<file path="config.mk">
export PLATFORM = sky130hd
export DESIGN_NAME = spi_host_ctrl
export DESIGN_NICKNAME = d
export VERILOG_FILES = /design/src/rtl/shapool_spi_pkg.sv /design/src/rtl/spi_sck_gen.sv /design/src/rtl/spi_host_ctrl.sv
export SDC_FILE = /design/constraint.sdc
export NUM_CORES = 1
export LEC_CHECK = 0
export ABC_AREA = 1
export CORE_AREA = 2 2 73 75
export CTS_CLUSTER_DIAMETER = 80
export CTS_CLUSTER_SIZE = 25
export DETAILED_ROUTE_END_ITERATION = 16
export DIE_AREA = 0 0 75 77
export DONT_BUFFER_PORTS = 1
export PLACE_DENSITY = 0.82
export SLEW_MARGIN = 15
export SYNTH_ARGS = -nofsm -noshare
export SYNTH_HDL_FRONTEND = slang
export SYNTH_SLANG_ARGS = --single-unit
</file>
<file path="constraint.sdc">
create_clock -name clk -period 2.45 [get_ports clk]
set_clock_uncertainty 0.2 [all_clocks]
set_input_delay 0.49 -clock clk [delete_from_list [all_inputs] [get_ports clk]]
set_output_delay 0.49 -clock clk [all_outputs]
set_load 0.01 [all_outputs]
</file>
<file path="src/rtl/shapool_spi_pkg.sv">
// Shared definitions for the shapool SPI host: FSM state encoding, SPI mode
// constants and the minimum sck half-period.
package shapool_spi_pkg;

   typedef enum logic [2:0] {
      ST_IDLE  = 3'd0,
      ST_SETUP = 3'd1,
      ST_SHIFT = 3'd2,
      ST_HOLD  = 3'd3,
      ST_DONE  = 3'd4
   } spi_state_t;

   // Mode 0: sck idles low, data sampled on the rising edge.
   localparam logic SPI_CPOL = 1'b0;
   localparam logic SPI_CPHA = 1'b0;

   // The target needs 3 clocks to synchronise sck plus one to update sdo.
   localparam int MIN_CLK_DIV = 4;

endpackage

</file>
<file path="src/rtl/spi_sck_gen.sv">
// sck divider for the SPI host: counts CLK_DIV-cycle periods while enabled and
// toggles sck at each period end when sck_en is set, emitting edge strobes.
module spi_sck_gen
   import shapool_spi_pkg::*;
#(
   parameter int CLK_DIV = 4
) (
   input  logic clk,
   input  logic reset_n,
   input  logic en,
   input  logic sck_en,
   output logic tick,
   output logic rise_tick,
   output logic fall_tick,
   output logic sck
);

   localparam int DIV_W = $clog2(CLK_DIV);
   localparam logic [DIV_W-1:0] DIV_LAST = DIV_W'(CLK_DIV - 1);

   logic [DIV_W-1:0] div_reg;
   logic             sck_reg;

   always_ff @(posedge clk) begin
      if (!reset_n || !en) begin
         div_reg <= '0;
      end else if (div_reg == DIV_LAST) begin
         div_reg <= '0;
      end else begin
         div_reg <= div_reg + DIV_W'(1);
      end
   end

   // The edge that ends a period also flips sck, so the strobes mark the edge itself.
   always_ff @(posedge clk) begin
      if (!reset_n || !sck_en) begin
         sck_reg <= SPI_CPOL;
      end else if (tick) begin
         sck_reg <= ~sck_reg;
      end
   end

   assign tick      = en && (div_reg == DIV_LAST);
   assign rise_tick = tick && sck_en && (sck_reg == SPI_CPOL);
   assign fall_tick = tick && sck_en && (sck_reg != SPI_CPOL);
   assign sck       = sck_reg;

endmodule

</file>
<file path="src/rtl/spi_host_ctrl.sv">
// SPI mode-0 host: shifts a DATA_WIDTH word out on mosi MSB-first while capturing miso.
// Optional SPI_HOST_CTRL_BURST_EN adds hold_cs to keep cs_n low across transfers.
module spi_host_ctrl
   import shapool_spi_pkg::*;
#(
   parameter int DATA_WIDTH = 32,
   parameter int CLK_DIV    = 4
) (
   input  logic                  clk,
   input  logic                  reset_n,
   input  logic                  start,
   input  logic [DATA_WIDTH-1:0] tx_data,
`ifdef SPI_HOST_CTRL_BURST_EN
   input  logic                  hold_cs,
`endif
   output logic                  busy,
   output logic                  done,
   output logic [DATA_WIDTH-1:0] rx_data,
   output logic                  sck,
   output logic                  mosi,
   input  logic                  miso,
   output logic                  cs_n
);

   generate
      if (DATA_WIDTH < 2 || CLK_DIV < MIN_CLK_DIV) begin : g_param_check
         $error("spi_host_ctrl: DATA_WIDTH must be >= 2 and CLK_DIV >= %0d", MIN_CLK_DIV);
      end
   endgenerate

   localparam int CNT_W = $clog2(DATA_WIDTH + 1);
   localparam logic [CNT_W-1:0] CNT_LAST = CNT_W'(DATA_WIDTH - 1);
   localparam logic [CNT_W-1:0] CNT_MAX  = CNT_W'(DATA_WIDTH);

   spi_state_t state_reg, state_next;

   logic [DATA_WIDTH-1:0] shift_reg;
   logic [DATA_WIDTH-1:0] rx_reg;
   logic [CNT_W-1:0]      fall_cnt_reg;
   logic                  mosi_reg;
   logic                  cs_n_reg;
   logic                  busy_reg;
   logic                  done_reg;
   logic                  hold_reg;
   logic                  skip_setup;
   logic                  last_fall;
   logic                  div_en;
   logic                  sck_en;
   logic                  tick;
   logic                  rise_tick;
   logic                  fall_tick;

   spi_sck_gen #(
      .CLK_DIV (CLK_DIV)
   ) u_sck_gen (
      .clk       (clk),
      .reset_n   (reset_n),
      .en        (div_en),
      .sck_en    (sck_en),
      .tick      (tick),
      .rise_tick (rise_tick),
      .fall_tick (fall_tick),
      .sck       (sck)
   );

   assign last_fall = (fall_cnt_reg == CNT_LAST);

`ifdef SPI_HOST_CTRL_BURST_EN
   // hold_cs is latched on the last falling edge, i.e. as HOLD is entered.
   always_ff @(posedge clk) begin
      if (!reset_n) begin
         hold_reg <= 1'b0;
      end else if (state_reg == ST_SHIFT && fall_tick && last_fall) begin
         hold_reg <= hold_cs;
      end
   end
   // cs_n still low in IDLE means the previous transfer asked to keep the frame open.
   assign skip_setup = !cs_n_reg;
`else
   assign hold_reg   = 1'b0;
   assign skip_setup = 1'b0;
`endif

   always_ff @(posedge clk) begin
      if (!reset_n) begin
         state_reg <= ST_IDLE;
      end else begin
         state_reg <= state_next;
      end
   end

   always_comb begin
      state_next = state_reg;
      div_en     = 1'b0;
      sck_en     = 1'b0;
      case (state_reg)
         ST_IDLE: begin
            if (start) begin
               state_next = skip_setup ? ST_SHIFT : ST_SETUP;
            end
         end
         ST_SETUP: begin
            div_en = 1'b1;
            if (tick) state_next = ST_SHIFT;
         end
         ST_SHIFT: begin
            div_en = 1'b1;
            sck_en = 1'b1;
            if (fall_tick && last_fall) state_next = ST_HOLD;
         end
         ST_HOLD: begin
            div_en = 1'b1;
            if (tick) state_next = ST_DONE;
         end
         ST_DONE: state_next = ST_IDLE;
         default: state_next = ST_IDLE;
      endcase
   end

   always_ff @(posedge clk) begin
      if (!reset_n) begin
         shift_reg    <= '0;
         rx_reg       <= '0;
         fall_cnt_reg <= '0;
         mosi_reg     <= 1'b0;
         cs_n_reg     <= 1'b1;
         busy_reg     <= 1'b0;
         done_reg     <= 1'b0;
      end else begin
         done_reg <= 1'b0;
         case (state_reg)
            ST_IDLE: begin
               if (start) begin
                  shift_reg    <= tx_data;
                  mosi_reg     <= tx_data[DATA_WIDTH-1];
                  cs_n_reg     <= 1'b0;
                  busy_reg     <= 1'b1;
                  fall_cnt_reg <= '0;
               end
            end
            ST_SHIFT: begin
               if (rise_tick) begin
                  shift_reg <= {shift_reg[DATA_WIDTH-2:0], miso};
               end
               if (fall_tick) begin
                  if (fall_cnt_reg != CNT_MAX) fall_cnt_reg <= fall_cnt_reg + CNT_W'(1);
                  // After the final fall the MSB holds received data, not a bit to send.
                  if (!last_fall) mosi_reg <= shift_reg[DATA_WIDTH-1];
               end
            end
            ST_HOLD: begin
               if (tick) begin
                  cs_n_reg <= !hold_reg;
                  rx_reg   <= shift_reg;
                  done_reg <= 1'b1;
               end
            end
            ST_DONE: busy_reg <= 1'b0;
            default: ;
         endcase
      end
   end

   assign busy    = busy_reg;
   assign done    = done_reg;
   assign rx_data = rx_reg;
   assign mosi    = mosi_reg;
   assign cs_n    = cs_n_reg;

endmodule

</file>
# Yosys cells after proc, flatten, opt, wreduce, memory -nomap -nowiden
# Index checks and enable logic that the tools add are counted.
op_classes:
  addsub: 2
  n_mul: 0
  div: 0
  magnitude_cmp: 0
  n_eq_ne: 15
  n_shift: 0
  mux: 24
  n_bitwise: 1
  n_reduce_logical: 24
op_table:
  columns: ["op", "n"]
  rows:
  - ["two-way mux 32 bit", 2]
  - ["one-hot mux 32 bit (2 select lines)", 1]
  - ["two-way mux 6 bit", 3]
  - ["two-way mux 3 bit", 4]
  - ["!= test 2 bit, second input constant", 6]
  - ["one-hot mux 3 bit (4 select lines)", 1]
  - ["one-hot mux 6 bit (2 select lines)", 1]
  - ["AND reduction 4 bit", 3]
  - ["two-way mux 1 bit", 9]
  - ["adder 6 x 1 -> 6 bit, second input constant", 1]
  - ["equality test 3 x 2 -> 1 bit, second input constant", 2]
  - ["equality test 6 x 5 -> 1 bit, second input constant", 1]
  - ["!= test 6 bit, second input constant", 1]
  - ["one-hot mux 1 bit (2 select lines)", 3]
  - ["AND reduction 2 bit", 3]
  - ["AND reduction 3 bit", 2]
  - ["nonzero test 2 bit", 3]
  - ["logical AND 1 bit", 5]
  - ["!= test 2 x 1 -> 1 bit, second input constant", 2]
  - ["equality test 3 x 1 -> 1 bit, second input constant", 1]
  - ["equality test 3 bit, second input constant", 1]
  - ["logical NOT 1 bit", 3]
  - ["logical NOT 3 bit", 1]
  - ["OR reduction 3 bit", 1]
  - ["other kinds (5)", 6]
word_totals:
  regBits: 80
  latch_bits: 0
  ram_bits: 0
  rom_bits: 0
  in_bits: 36
  out_inout_bits: 37
  n_memories: 0

# Depth between registers and ports, before layout
# Gate-level depths: netlist of the first run.
logic_depth:
  word_depth: 9
  mapped_depth: 10
  ltp_nobuf: 10

# Cells and area by module
# A second synthesis of the first run with hierarchy kept.
hier_totals:
  hier_cells: 520
  hier_area_um2: 3514.6
modules_own_cells:
  columns: ["mod", "n_inst", "cells_per_inst", "area_per_inst_um2"]
  rows:
  - ["spi_host_ctrl", 1, 501, 3373.2]
  - ["spi_sck_gen", 1, 19, 141.4]

# Worst setup path after synthesis of the first run
# Ideal clock, no wire load.
synth_path:
  path_type: "flip-flop to flip-flop"
  startpoint: "register u_sck_gen.div_reg[0]"
  endpoint: "register fall_cnt_reg[1]"
  setup_time_ps: 118
  t_arrival_ps: 1204
  t_required_ps: 2132
  slack_ps: 928
  path_stages_with_launch: 9
  synth_period_minus_slack_ps: 1522
  cell_sequence: "dfxtp_1 ha_1 inv_1 o21ai_2 nand2_2 nor2_2 nand2_1 nand2_1 nor2_1"
synth_between:
  elab_chain_len: 6
synth_rtl:
  columns: ["item", "line", "source"]
  rows:
  - ["from (decl)", "spi_sck_gen.sv:21", "logic [DIV_W-1:0] div_reg;"]
  - ["from (signal assigned)", "spi_sck_gen.sv:30", "div_reg <= div_reg + DIV_W'(1);"]
  - ["equality test 2 bit", "spi_sck_gen.sv:43", "assign tick = en && (div_reg == DIV_LAST);"]
  - ["logical AND 1 bit", "spi_sck_gen.sv:43", null]
  - ["logical AND 1 bit (2 in a row)", "spi_sck_gen.sv:45", "assign fall_tick = tick && sck_en && (sck_reg != SPI_CPOL);"]
  - ["!= test 2 bit (no line)", null, null]
  - ["AND reduction 4 bit (no line)", null, null]
  - ["to (signal assigned)", "spi_host_ctrl.sv:146", "if (fall_cnt_reg != CNT_MAX) fall_cnt_reg <= fall_cnt_reg + CNT_W'(1);"]
  - ["to (decl)", "spi_host_ctrl.sv:39", "logic [CNT_W-1:0] fall_cnt_reg;"]
# Every way passes these cells.
# A chain may end at the register's enable or synchronous reset.

# Final worst setup path of the first run
layout_path:
  startpoint: "register state_reg[1]"
  endpoint: "register shift_reg[13]"
layout_between:
  elab_chain_len: 8
layout_rtl:
  columns: ["item", "line", "source"]
  rows:
  - ["from (decl)", "spi_host_ctrl.sv:35", "spi_state_t state_reg, state_next;"]
  - ["from (signal assigned)", "spi_host_ctrl.sv:88", "state_reg <= state_next;"]
  - ["equality test 3 x 2 -> 1 bit, or another cell as far along", "spi_host_ctrl.sv:96", "case (state_reg)"]
  - ["OR reduction 3 bit (no line)", null, null]
  - ["two-way mux 1 bit", "spi_host_ctrl.sv:96", null]
  - ["logical AND 1 bit", "spi_sck_gen.sv:43", null]
  - ["logical AND 1 bit (2 in a row)", "spi_sck_gen.sv:44", "assign rise_tick = tick && sck_en && (sck_reg == SPI_CPOL);"]
  - ["!= test 2 bit (no line)", null, null]
  - ["AND reduction 3 bit (no line)", null, null]
  - ["to (signal assigned)", "spi_host_ctrl.sv:134", "shift_reg <= tx_data;"]
  - ["to (signal assigned)", "spi_host_ctrl.sv:143", "shift_reg <= {shift_reg[DATA_WIDTH-2:0], miso};"]
  - ["to (decl)", "spi_host_ctrl.sv:37", "logic [DATA_WIDTH-1:0] shift_reg;"]
# Several ways; a longest one is shown, not always the timed one.

==> results of run 1 <==
==> worst max-delay path by stage <==
stage | from | endpoint | slack (ns)
after global placement | state_reg[1] | shift_reg[7] | 0.46
after detailed placement | state_reg[1] | shift_reg[13] | 0.33
after floorplan | u_sck_gen.div_reg[0] | fall_cnt_reg[1] | 0.93
after CTS | state_reg[1] | shift_reg[13] | 0.31
final | state_reg[1] | shift_reg[13] | 0.30
after global routing | state_reg[1] | shift_reg[10] | 0.11
==> per-layer routing <==
layer	global-route usage [%]	vias up	wire [um]
met5	0	-	0
met4	14.8	0	185
met2	40.1	96	3130
li1	-	1409	-
met3	6.04	15	474
met1	32.4	1224	3000
==> cell usage after synthesis <==
master | number | area (um^2)
dfxtp_1 | 80 | 1600
inv_2 | 1 | 3.75
buf_2 | 10 | 50.1
nor2_2 | 1 | 6.26
nand3_2 | 1 | 10.0
o21ai_1 | 34 | 170
xnor2_1 | 1 | 8.76
nand3_1 | 10 | 50.1
nand4_1 | 2 | 12.5
ha_1 | 3 | 37.5
a21oi_1 | 40 | 200
buf_1 | 1 | 3.75
clkinv_1 | 1 | 3.75
nand2_1 | 100 | 375
nand2_2 | 3 | 18.8
nor2_1 | 13 | 48.8
buf_6 | 2 | 22.5
nor2_4 | 2 | 22.5
buf_4 | 3 | 22.5
o21ai_0 | 69 | 345
clkbuf_1 | 7 | 26.3
inv_1 | 50 | 188
xor2_1 | 1 | 8.76
nand3b_1 | 1 | 7.51
a211oi_1 | 1 | 7.51
o21ai_2 | 2 | 17.5
==> per-stage QoR <==
stage	hold WS (ns)	setup WS, ns	utilization (%)	instance area, um^2
4_1_cts	0.0565	0.306	70.1	3490
6_report	0.0748	0.299	70.1	3490
3_5_place_dp	0.217	0.330	66.4	3310
3_3_place_gp	0.206	0.459	66.4	3310
2_1_floorplan	0.198	0.928	-	3270
5_1_grt	0.0766	0.111	70.1	3490
==> logic make-up (layout without fill, tap and decap cells) <==
family	Yosys count	in the layout	share of synthesized area [%]
compound gates	146	146	22.7
simple gates	133	133	16.9
flops	80	80	49.0
buf+inv	75	69	9.80
fa+ha+maj	3	3	1.15
xor+xnor	2	2	0.536
==> power breakdown <==
group | total, W | switching (W) | internal, W
Sequential | 0.00173 | 0.000126 | 0.00161
Clock | 0.000927 | 0.000422 | 0.000504
Combinational | 0.00111 | 0.000772 | 0.000341
==> layout make-up <==
cell class	count	share of cell area, %
clock buffers	11	4.34
clock inverters	1	0.861
inverters	52	5.60
multi-input cells	284	38.6
flip-flops and latches	80	45.9
well taps	70	2.51
repair buffers	5	2.15
==> results.sh, run 1 <==
export IMPL_dieArea_um2=5780
export IMPL_period_share_pct=87.8
export IMPL_ys_types=26
export IMPL_path_max_fanout=38
export IMPL_synthesis_area_um2=3270
export IMPL_synth_seq_cells=80
export IMPL_cp_arrival_ns=2.22
export IMPL_power_leakage_nw=1.40
export IMPL_ctsResizeCount=0
export IMPL_max_cap_viol_count=0
export IMPL_die_w_um=75
export IMPL_hold_viol=0
export IMPL_final_nets=471
export IMPL_worstPathRequired_ns=2.52
export IMPL_min_to="fall_cnt_reg[0]"
export IMPL_post_cts_buffers=0
export IMPL_layout_common_cells="nand2_1 (100), dfxtp_1 (80), o21ai_0 (69)"
export IMPL_crit_top_cell="o21ai_1"
export IMPL_setup_violations=0
export IMPL_setup_tns_ns=0
export IMPL_io_pins=73
export IMPL_multiInputGateArea_um2=1350
export IMPL_dr_pass1_iters=4
export IMPL_critPathMaxStageDelay_ns=0.50
export IMPL_hold_class="input port to flip-flop"
export IMPL_r2r_start="state_reg[1]"
export IMPL_drtAntennaViolNets=0
export IMPL_pwr_density_cell_nw_per_um2=1080
export IMPL_path_delay_family="simple AND/OR/NAND/NOR gates"
export IMPL_end_kind="flip-flop"
export IMPL_hold_path_cell_count=2
export IMPL_drcViolationCount=0
export IMPL_period_needed_ns=2.15
export IMPL_tightest_slew_ns=0.658
export IMPL_worstRegToRegCells=7
export IMPL_via_per_inst=5.46
export IMPL_rows=26
export IMPL_crit_slowest_cell="nand2_2"
export IMPL_min_from="reset_n"
export IMPL_cts_hold_buf=0
export IMPL_vias=2744
export IMPL_cts_max_level=3
export IMPL_io_buffer_count=0
export IMPL_syn_avg_cell_area_um2=7.45
export IMPL_power_total_w=0.00377
export IMPL_antenna_found_initial=0
export IMPL_cp_start_kind="flip-flop"
export IMPL_cp_depth=7
export IMPL_placeableCoreArea_um2=4980
export IMPL_grt_ovfl_total=0
export IMPL_cts_tree="done"
export IMPL_ys_seq_area_share_pct=49.0
export IMPL_grt_pass1_vias=2541
export IMPL_seqCellArea_um2=1600
export IMPL_fill_cells=427
export IMPL_max_slew_margin_pct=56.0
export IMPL_wire_per_inst_um=13.5
export IMPL_syn_to_final_growth_pct=6.70
export IMPL_status="complete, no violations"
export IMPL_critPathKind="flip-flop to flip-flop"
export IMPL_fmax_mhz=465
export IMPL_start_util_pct=65.7
export IMPL_clkTransAtPathRegs_ns=0.07
export IMPL_ys_warn_count=0
export IMPL_final_common_cell="nand2_1"
export IMPL_rr_endpoint="shift_reg[13]"
export IMPL_wirelength_mm=6.78
export IMPL_dp_cells=491
export IMPL_numCtsBuffers=9
export IMPL_drive_gt1_share_pct=6.24
export IMPL_clkLatencyLatePin_ns=0.34
export IMPL_final_max_slew_violation_count=0
export IMPL_cts_sinks=80
export IMPL_grtUsageTotal_pct=25.9
export IMPL_fp_dieH_um=77
export IMPL_grt_pass1_wl_mm=11.4
export IMPL_hpwl_mm=4.64
export IMPL_cts_root_buf="clkbuf_8"
export IMPL_instances_no_fill=503
export IMPL_syn_nets=478
export IMPL_diodes=0
export IMPL_place_congestion=0.903
export IMPL_rrSetupSlack_ns=0.30
export IMPL_rsz0062_at_grt="false"
export IMPL_cp_num_buf_inv=1
export IMPL_irDropWorstVdd_v=0.000600
export IMPL_grt_max_degree=53
export IMPL_cts_buffer_depth=2
export IMPL_critical_path_cell_chain="nand2_1 -> nor2_4 -> o21ai_1 -> nand2_2 -> buf_4 -> o21ai_1 -> a21oi_1"
export IMPL_initialDrtViolationCount=160
export IMPL_synthCells=439
Power figures use the tool's default switching activity.
==> run 2, diff against run 1 <==
--- a/config.mk
+++ b/config.mk
@@ -6,13 +6,14 @@
 export NUM_CORES = 1
 export LEC_CHECK = 0
 export ABC_AREA = 1
-export CORE_AREA = 2 2 73 75
+export CORE_AREA = 10 10 81 83
 export CTS_CLUSTER_DIAMETER = 80
 export CTS_CLUSTER_SIZE = 25
 export DETAILED_ROUTE_END_ITERATION = 16
-export DIE_AREA = 0 0 75 77
+export DIE_AREA = 0 0 91 93
 export DONT_BUFFER_PORTS = 1
 export PLACE_DENSITY = 0.82
+export SKIP_CTS_REPAIR_TIMING = 1
 export SLEW_MARGIN = 15
 export SYNTH_ARGS = -nofsm -noshare
 export SYNTH_HDL_FRONTEND = slang
==> run 2 against run 1 <==
Effect of this change: non-clock buffer count grew 2; via count shrank 1.5%; combinational power hardly changed; first-iteration DRC count rose by 21%; total power decreased by 1.9%; critical path depth did not move; register-to-register slack improved by 0.23 ns; sequential power about the same; final cell count grew 1.2%; fmax increased by 12%; highest routed layer unchanged.
==> results.sh, run 2 (synthesized netlist as in run 1, its figures left out) <==
export IMPL_initialDrtViolationCount=193
export IMPL_tightest_slew_ns=0.486
export IMPL_diodes=0
export IMPL_period_needed_ns=1.92
export IMPL_final_nets=473
export IMPL_syn_to_final_growth_pct=6.20
export IMPL_min_to="shift_reg[4]"
export IMPL_rrSetupSlack_ns=0.53
export IMPL_end_kind="flip-flop"
export IMPL_min_from="reset_n"
export IMPL_io_buffer_count=0
export IMPL_io_pins=73
export IMPL_grt_pass1_vias=2448
export IMPL_hold_viol=0
export IMPL_pwr_density_cell_nw_per_um2=1070
export IMPL_worstPathRequired_ns=2.52
export IMPL_setup_violations=0
export IMPL_setup_tns_ns=0
export IMPL_wirelength_mm=7.11
export IMPL_max_slew_margin_pct=67.5
export IMPL_hold_class="input port to flip-flop"
export IMPL_final_max_slew_violation_count=0
export IMPL_swShare_pct=36.1
export IMPL_wire_per_inst_um=14.0
export IMPL_hpwl_mm=4.94
export IMPL_grt_pass1_wl_mm=11.7
export IMPL_via_per_inst=5.31
export IMPL_cts_max_level=3
export IMPL_hold_path_cell_count=2
export IMPL_die_w_um=91
export IMPL_worstRegToRegCells=7
export IMPL_drcViolationCount=0
export IMPL_drtAntennaViolNets=0
export IMPL_layout_common_cells="nand2_1 (100), dfxtp_1 (80), o21ai_0 (69)"
export IMPL_cp_start_kind="flip-flop"
export IMPL_cts_sinks=80
export IMPL_clkLatencyLatePin_ns=0.34
export IMPL_grt_max_degree=38
export IMPL_instances_no_fill=509
export IMPL_path_max_fanout=25
export IMPL_power_total_w=0.00370
export IMPL_numCtsBuffers=9
export IMPL_pwr_share_clk_pct=23.0
export IMPL_max_cap_viol_count=0
export IMPL_rsz0062_at_grt="false"
export IMPL_fmax_mhz=521
export IMPL_placeableCoreArea_um2=5010
export IMPL_switching_power_w=0.00134
export IMPL_cts_tree="done"
export IMPL_cts_buffer_depth=2
export IMPL_grt_ovfl_total=0
export IMPL_rr_endpoint="shift_reg[1]"
export IMPL_r2r_start="state_reg[1]"
export IMPL_antenna_found_initial=0
export IMPL_whs_ns=0.0808
export IMPL_dieArea_um2=8460
export IMPL_place_congestion=0.828
export IMPL_period_share_pct=78.4
export IMPL_dpl_cell_area_um2=3300
export IMPL_seqPwrFrac_pct=46.7
export IMPL_critPathKind="flip-flop to flip-flop"
export IMPL_clkTransAtPathRegs_ns=0.08
export IMPL_dr_pass1_iters=4
export IMPL_dp_cells=493
export IMPL_power_leakage_nw=1.39
export IMPL_internal_power_w=0.00236
export IMPL_rows=26
export IMPL_fp_dieH_um=93
export IMPL_drive_gt1_share_pct=7.06
export IMPL_cp_arrival_ns=1.99
export IMPL_final_common_cell="nand2_1"
export IMPL_fin_area_um2=3470
export IMPL_irDropWorstVdd_v=0.000673
export IMPL_cts_root_buf="clkbuf_8"
export IMPL_grtUsageTotal_pct=16.8
export IMPL_vias=2704
export IMPL_combPwrFrac_pct=30.3
export IMPL_start_util_pct=65.3
export IMPL_status="complete, no violations"
[run 2: final cells by class]
cell class | count | area [um^2]
inverters | 52 | 195
fillers | 439 | 1540
multi-input cells | 284 | 1350
flip-flops and latches | 80 | 1600
clock buffers | 12 | 145
well taps | 70 | 87.6
clock inverters | 4 | 30.0
repair buffers | 7 | 65.1
[run 2: layer usage]
layer | part of all wire (%) | global-route usage, % | vias to the layer above
met4 | 2.0 | 7.96 | 0
met2 | 43 | 26.0 | 81
li1 | - | - | 1417
met3 | 11 | 7.83 | 13
met1 | 44 | 19.4 | 1193
met5 | 0 | 0 | -
[run 2: worst max-delay path: stages, from the launching register on]
cell and delay, ns:
dfxtp_1 0.42, nand2_1 0.12, nor2_4 0.16, o21ai_1 0.10
nand2_2 0.38, buf_4 0.28, o21ai_1 0.07, a21oi_1 0.11
[run 2: worst max path at each step]
stage	startpoint	end	slack, ns	cells after the start
finish	state_reg[1]	shift_reg[1]	0.53	7
global route	state_reg[0]	shift_reg[1]	0.32	8
CTS	u_sck_gen.div_reg[0]	shift_reg[1]	0.53	7
detailed placement	state_reg[1]	shift_reg[2]	0.56	7
global placement	state_reg[2]	shift_reg[6]	0.60	7
floorplan	u_sck_gen.div_reg[0]	fall_cnt_reg[1]	0.93	8
[run 2: power by group through the flow]
stage,Combinational (W),Sequential (W),Clock (W)
final,0.00112,0.00173,0.000851
after global routing,0.00131,0.00176,0.000925
after CTS,0.00112,0.00173,0.000873
after detailed placement,0.00112,0.00176,0
after global placement,0.00109,0.00175,0
after floorplan,0.000933,0.00173,0
[run 2: metrics by stage]
stage	utilization [%]	setup WS (ns)
6_report	69.3	0.530
5_1_grt	69.3	0.321
4_1_cts	69.3	0.531
3_5_place_dp	65.8	0.560
3_3_place_gp	65.8	0.599
2_1_floorplan	-	0.928
==> run 3, diff against run 2 <==
--- a/config.mk
+++ b/config.mk
@@ -6,13 +6,13 @@
 export NUM_CORES = 1
 export LEC_CHECK = 0
 export ABC_AREA = 1
-export CORE_AREA = 10 10 81 83
+export CORE_AREA = 10 10 88 90
 export CTS_CLUSTER_DIAMETER = 80
 export CTS_CLUSTER_SIZE = 25
 export DETAILED_ROUTE_END_ITERATION = 16
-export DIE_AREA = 0 0 91 93
+export DIE_AREA = 0 0 98 100
 export DONT_BUFFER_PORTS = 1
-export PLACE_DENSITY = 0.82
+export PLACE_DENSITY = 0.72
 export SKIP_CTS_REPAIR_TIMING = 1
 export SLEW_MARGIN = 15
 export SYNTH_ARGS = -nofsm -noshare
==> constraint.sdc (replaced) <==
create_clock -name clk -period 1.54 [get_ports clk]
set_clock_uncertainty 0.2 [all_clocks]
set_input_delay 0.308 -clock clk [delete_from_list [all_inputs] [get_ports clk]]
set_output_delay 0.308 -clock clk [all_outputs]
set_load 0.01 [all_outputs]
==> run 3 against run 2 <==
Effect of this change: the run now ends with setup timing left; non-clock buffer count rose by 24; worst hold slack got worse by 0.062 ns; combinational power increased by 120%; clock power up 100%; count of clock-buffer cells in the layout is 3 lower; die area increased by 16%; design area increased by 14%; critical path depth increased by 1; via count grew 5.1%; global-route usage fell by 1.2 points; register-to-register slack got worse by 0.54 ns; sequential power up 61%.
==> results.sh, run 3 (synthesized netlist as in run 1, its figures left out) <==
export IMPL_status="complete, but fails checks"
export IMPL_violations="setup timing"
export IMPL_wire_per_inst_um=14.9
export IMPL_cp_num_buf_inv=2
export IMPL_cp_arrival_ns=1.62
export IMPL_grtUsageTotal_pct=15.6
export IMPL_rsz0062_at_grt="true"
export IMPL_place_congestion=0.911
export IMPL_final_max_slew_violation_count=0
export IMPL_dieArea_um2=9800
export IMPL_numCtsBuffers=9
export IMPL_die_w_um=98
export IMPL_worstRegToRegCells=8
export IMPL_hold_path_cell_count=2
export IMPL_fill_cells=540
export IMPL_antenna_found_initial=0
export IMPL_layout_common_cells="nand2_1 (97), dfxtp_1 (73), o21ai_0 (58)"
export IMPL_period_needed_ns=1.55
export IMPL_initialDrtViolationCount=93
export IMPL_clkTransAtPathRegs_ns=0.08
export IMPL_end_kind="flip-flop"
export IMPL_clkLatencyLatePin_ns=0.35
export IMPL_whs_ns=0.0190
export IMPL_pwr_density_cell_nw_per_um2=1750
export IMPL_worstPathRequired_ns=1.61
export IMPL_critPathKind="flip-flop to flip-flop"
export IMPL_syn_to_final_growth_pct=20.9
export IMPL_drive_gt1_share_pct=18.4
export IMPL_setup_violations=1
export IMPL_grt_pass1_vias=2641
export IMPL_drtAntennaViolNets=0
export IMPL_cts_root_buf="clkbuf_8"
export IMPL_power_leakage_nw=1.58
export IMPL_setup_ws_ns=-0.00802
export IMPL_start_util_pct=53.3
export IMPL_path_max_fanout=6
export IMPL_grt_pass1_wl_mm=12.8
export IMPL_period_share_pct=101
export IMPL_fp_dieH_um=100
export IMPL_cts_buffer_depth=2
export IMPL_wirelength_mm=8.07
export IMPL_drcViolationCount=0
export IMPL_grt_max_degree=38
export IMPL_cts_sinks=80
export IMPL_irDropWorstVdd_v=0.000838
export IMPL_setup_tns_ns=-0.00802
export IMPL_path_delay_family="simple AND/OR/NAND/NOR gates"
export IMPL_fmax_mhz=646
export IMPL_grt_ovfl_total=0
export IMPL_io_buffer_count=0
export IMPL_cp_start_kind="flip-flop"
export IMPL_final_nets=497
export IMPL_pre_cts_slack_ns=-0.111
export IMPL_dp_cells=522
export IMPL_critPathMaxStageDelay_ns=0.37
export IMPL_placeableCoreArea_um2=6130
export IMPL_via_per_inst=5.26
export IMPL_hold_viol=0
export IMPL_crit_slowest_cell="dfxtp_4"
export IMPL_vias=2842
export IMPL_hold_class="input port to flip-flop"
export IMPL_tightest_slew_ns=0.300
export IMPL_io_pins=73
export IMPL_final_common_cell="nand2_1"
export IMPL_critical_path_cell_chain="nor2_4 -> o21ai_1 -> inv_2 -> buf_6 -> nand2_2 -> nor2_4 -> nand2_1 -> a21oi_1"
export IMPL_max_cap_viol_count=0
export IMPL_hpwl_mm=5.40
export IMPL_cp_depth=8
export IMPL_cts_tree="done"
export IMPL_crit_top_cell="nor2_4"
export IMPL_diodes=0
export IMPL_cts_max_level=3
export IMPL_dr_pass1_iters=4
export IMPL_instances_no_fill=540
export IMPL_max_slew_margin_pct=79.9
export IMPL_rows=29
## run 3: cell count changes in the layout (fill, tap and decap cells not counted), sizes merged
cell,delta
buf,+24
bufinv,+2
clkbuf,-3
inv,+1
## run 3: power breakdown
group / internal (W) / switching (W) / total (W)
sequential: 0.00257 / 0.000214 / 0.00279
clock: 0.000915 / 0.000788 / 0.00170
combinational: 0.000999 / 0.00144 / 0.00244
## run 3: worst paths after layout
| kind | slack, ns | endpoint | from |
|---|---|---|---|
| worst max-delay path | -0.008 | fall_cnt_reg[2] | state_reg[0] |
| worst max register to register | -0.008 | fall_cnt_reg[2] | state_reg[0] |
| worst min-delay path | 0.02 | state_reg[0] | reset_n |
| worst min register to register | 0.23 | u_sck_gen.div_reg[0] | u_sck_gen.div_reg[0] |
## run 3: routing by layer
metal  wire length (um)  global-route usage, %  share of wire (%)
met2               3720                   25.0                 46
met3                755                   6.87                9.4
met1               3470                   18.0                 43
met5                  0                      0                  0
met4                125                   6.04                1.5
## run 3: area by class of cell
class / instances / area (um^2) / share of cell area, %
clock buffer: 9 / 124 / 3.13
clock inverter: 7 / 95.1 / 2.41
inverter: 52 / 200 / 5.06
multi-input combinational: 284 / 1480 / 37.4
sequential: 80 / 1620 / 40.9
tap: 77 / 96.3 / 2.44
timing repair buffer: 31 / 343 / 8.67
## run 3: stage by stage
stage	util [%]	area [um^2]	total power, W
after floorplan	-	3270	0.00424
final	64.5	3950	0.00693
after detailed placement	57.6	3530	0.00494
after global routing	64.5	3950	0.00740
after global placement	57.6	3530	0.00487
after CTS	61.2	3750	0.00664
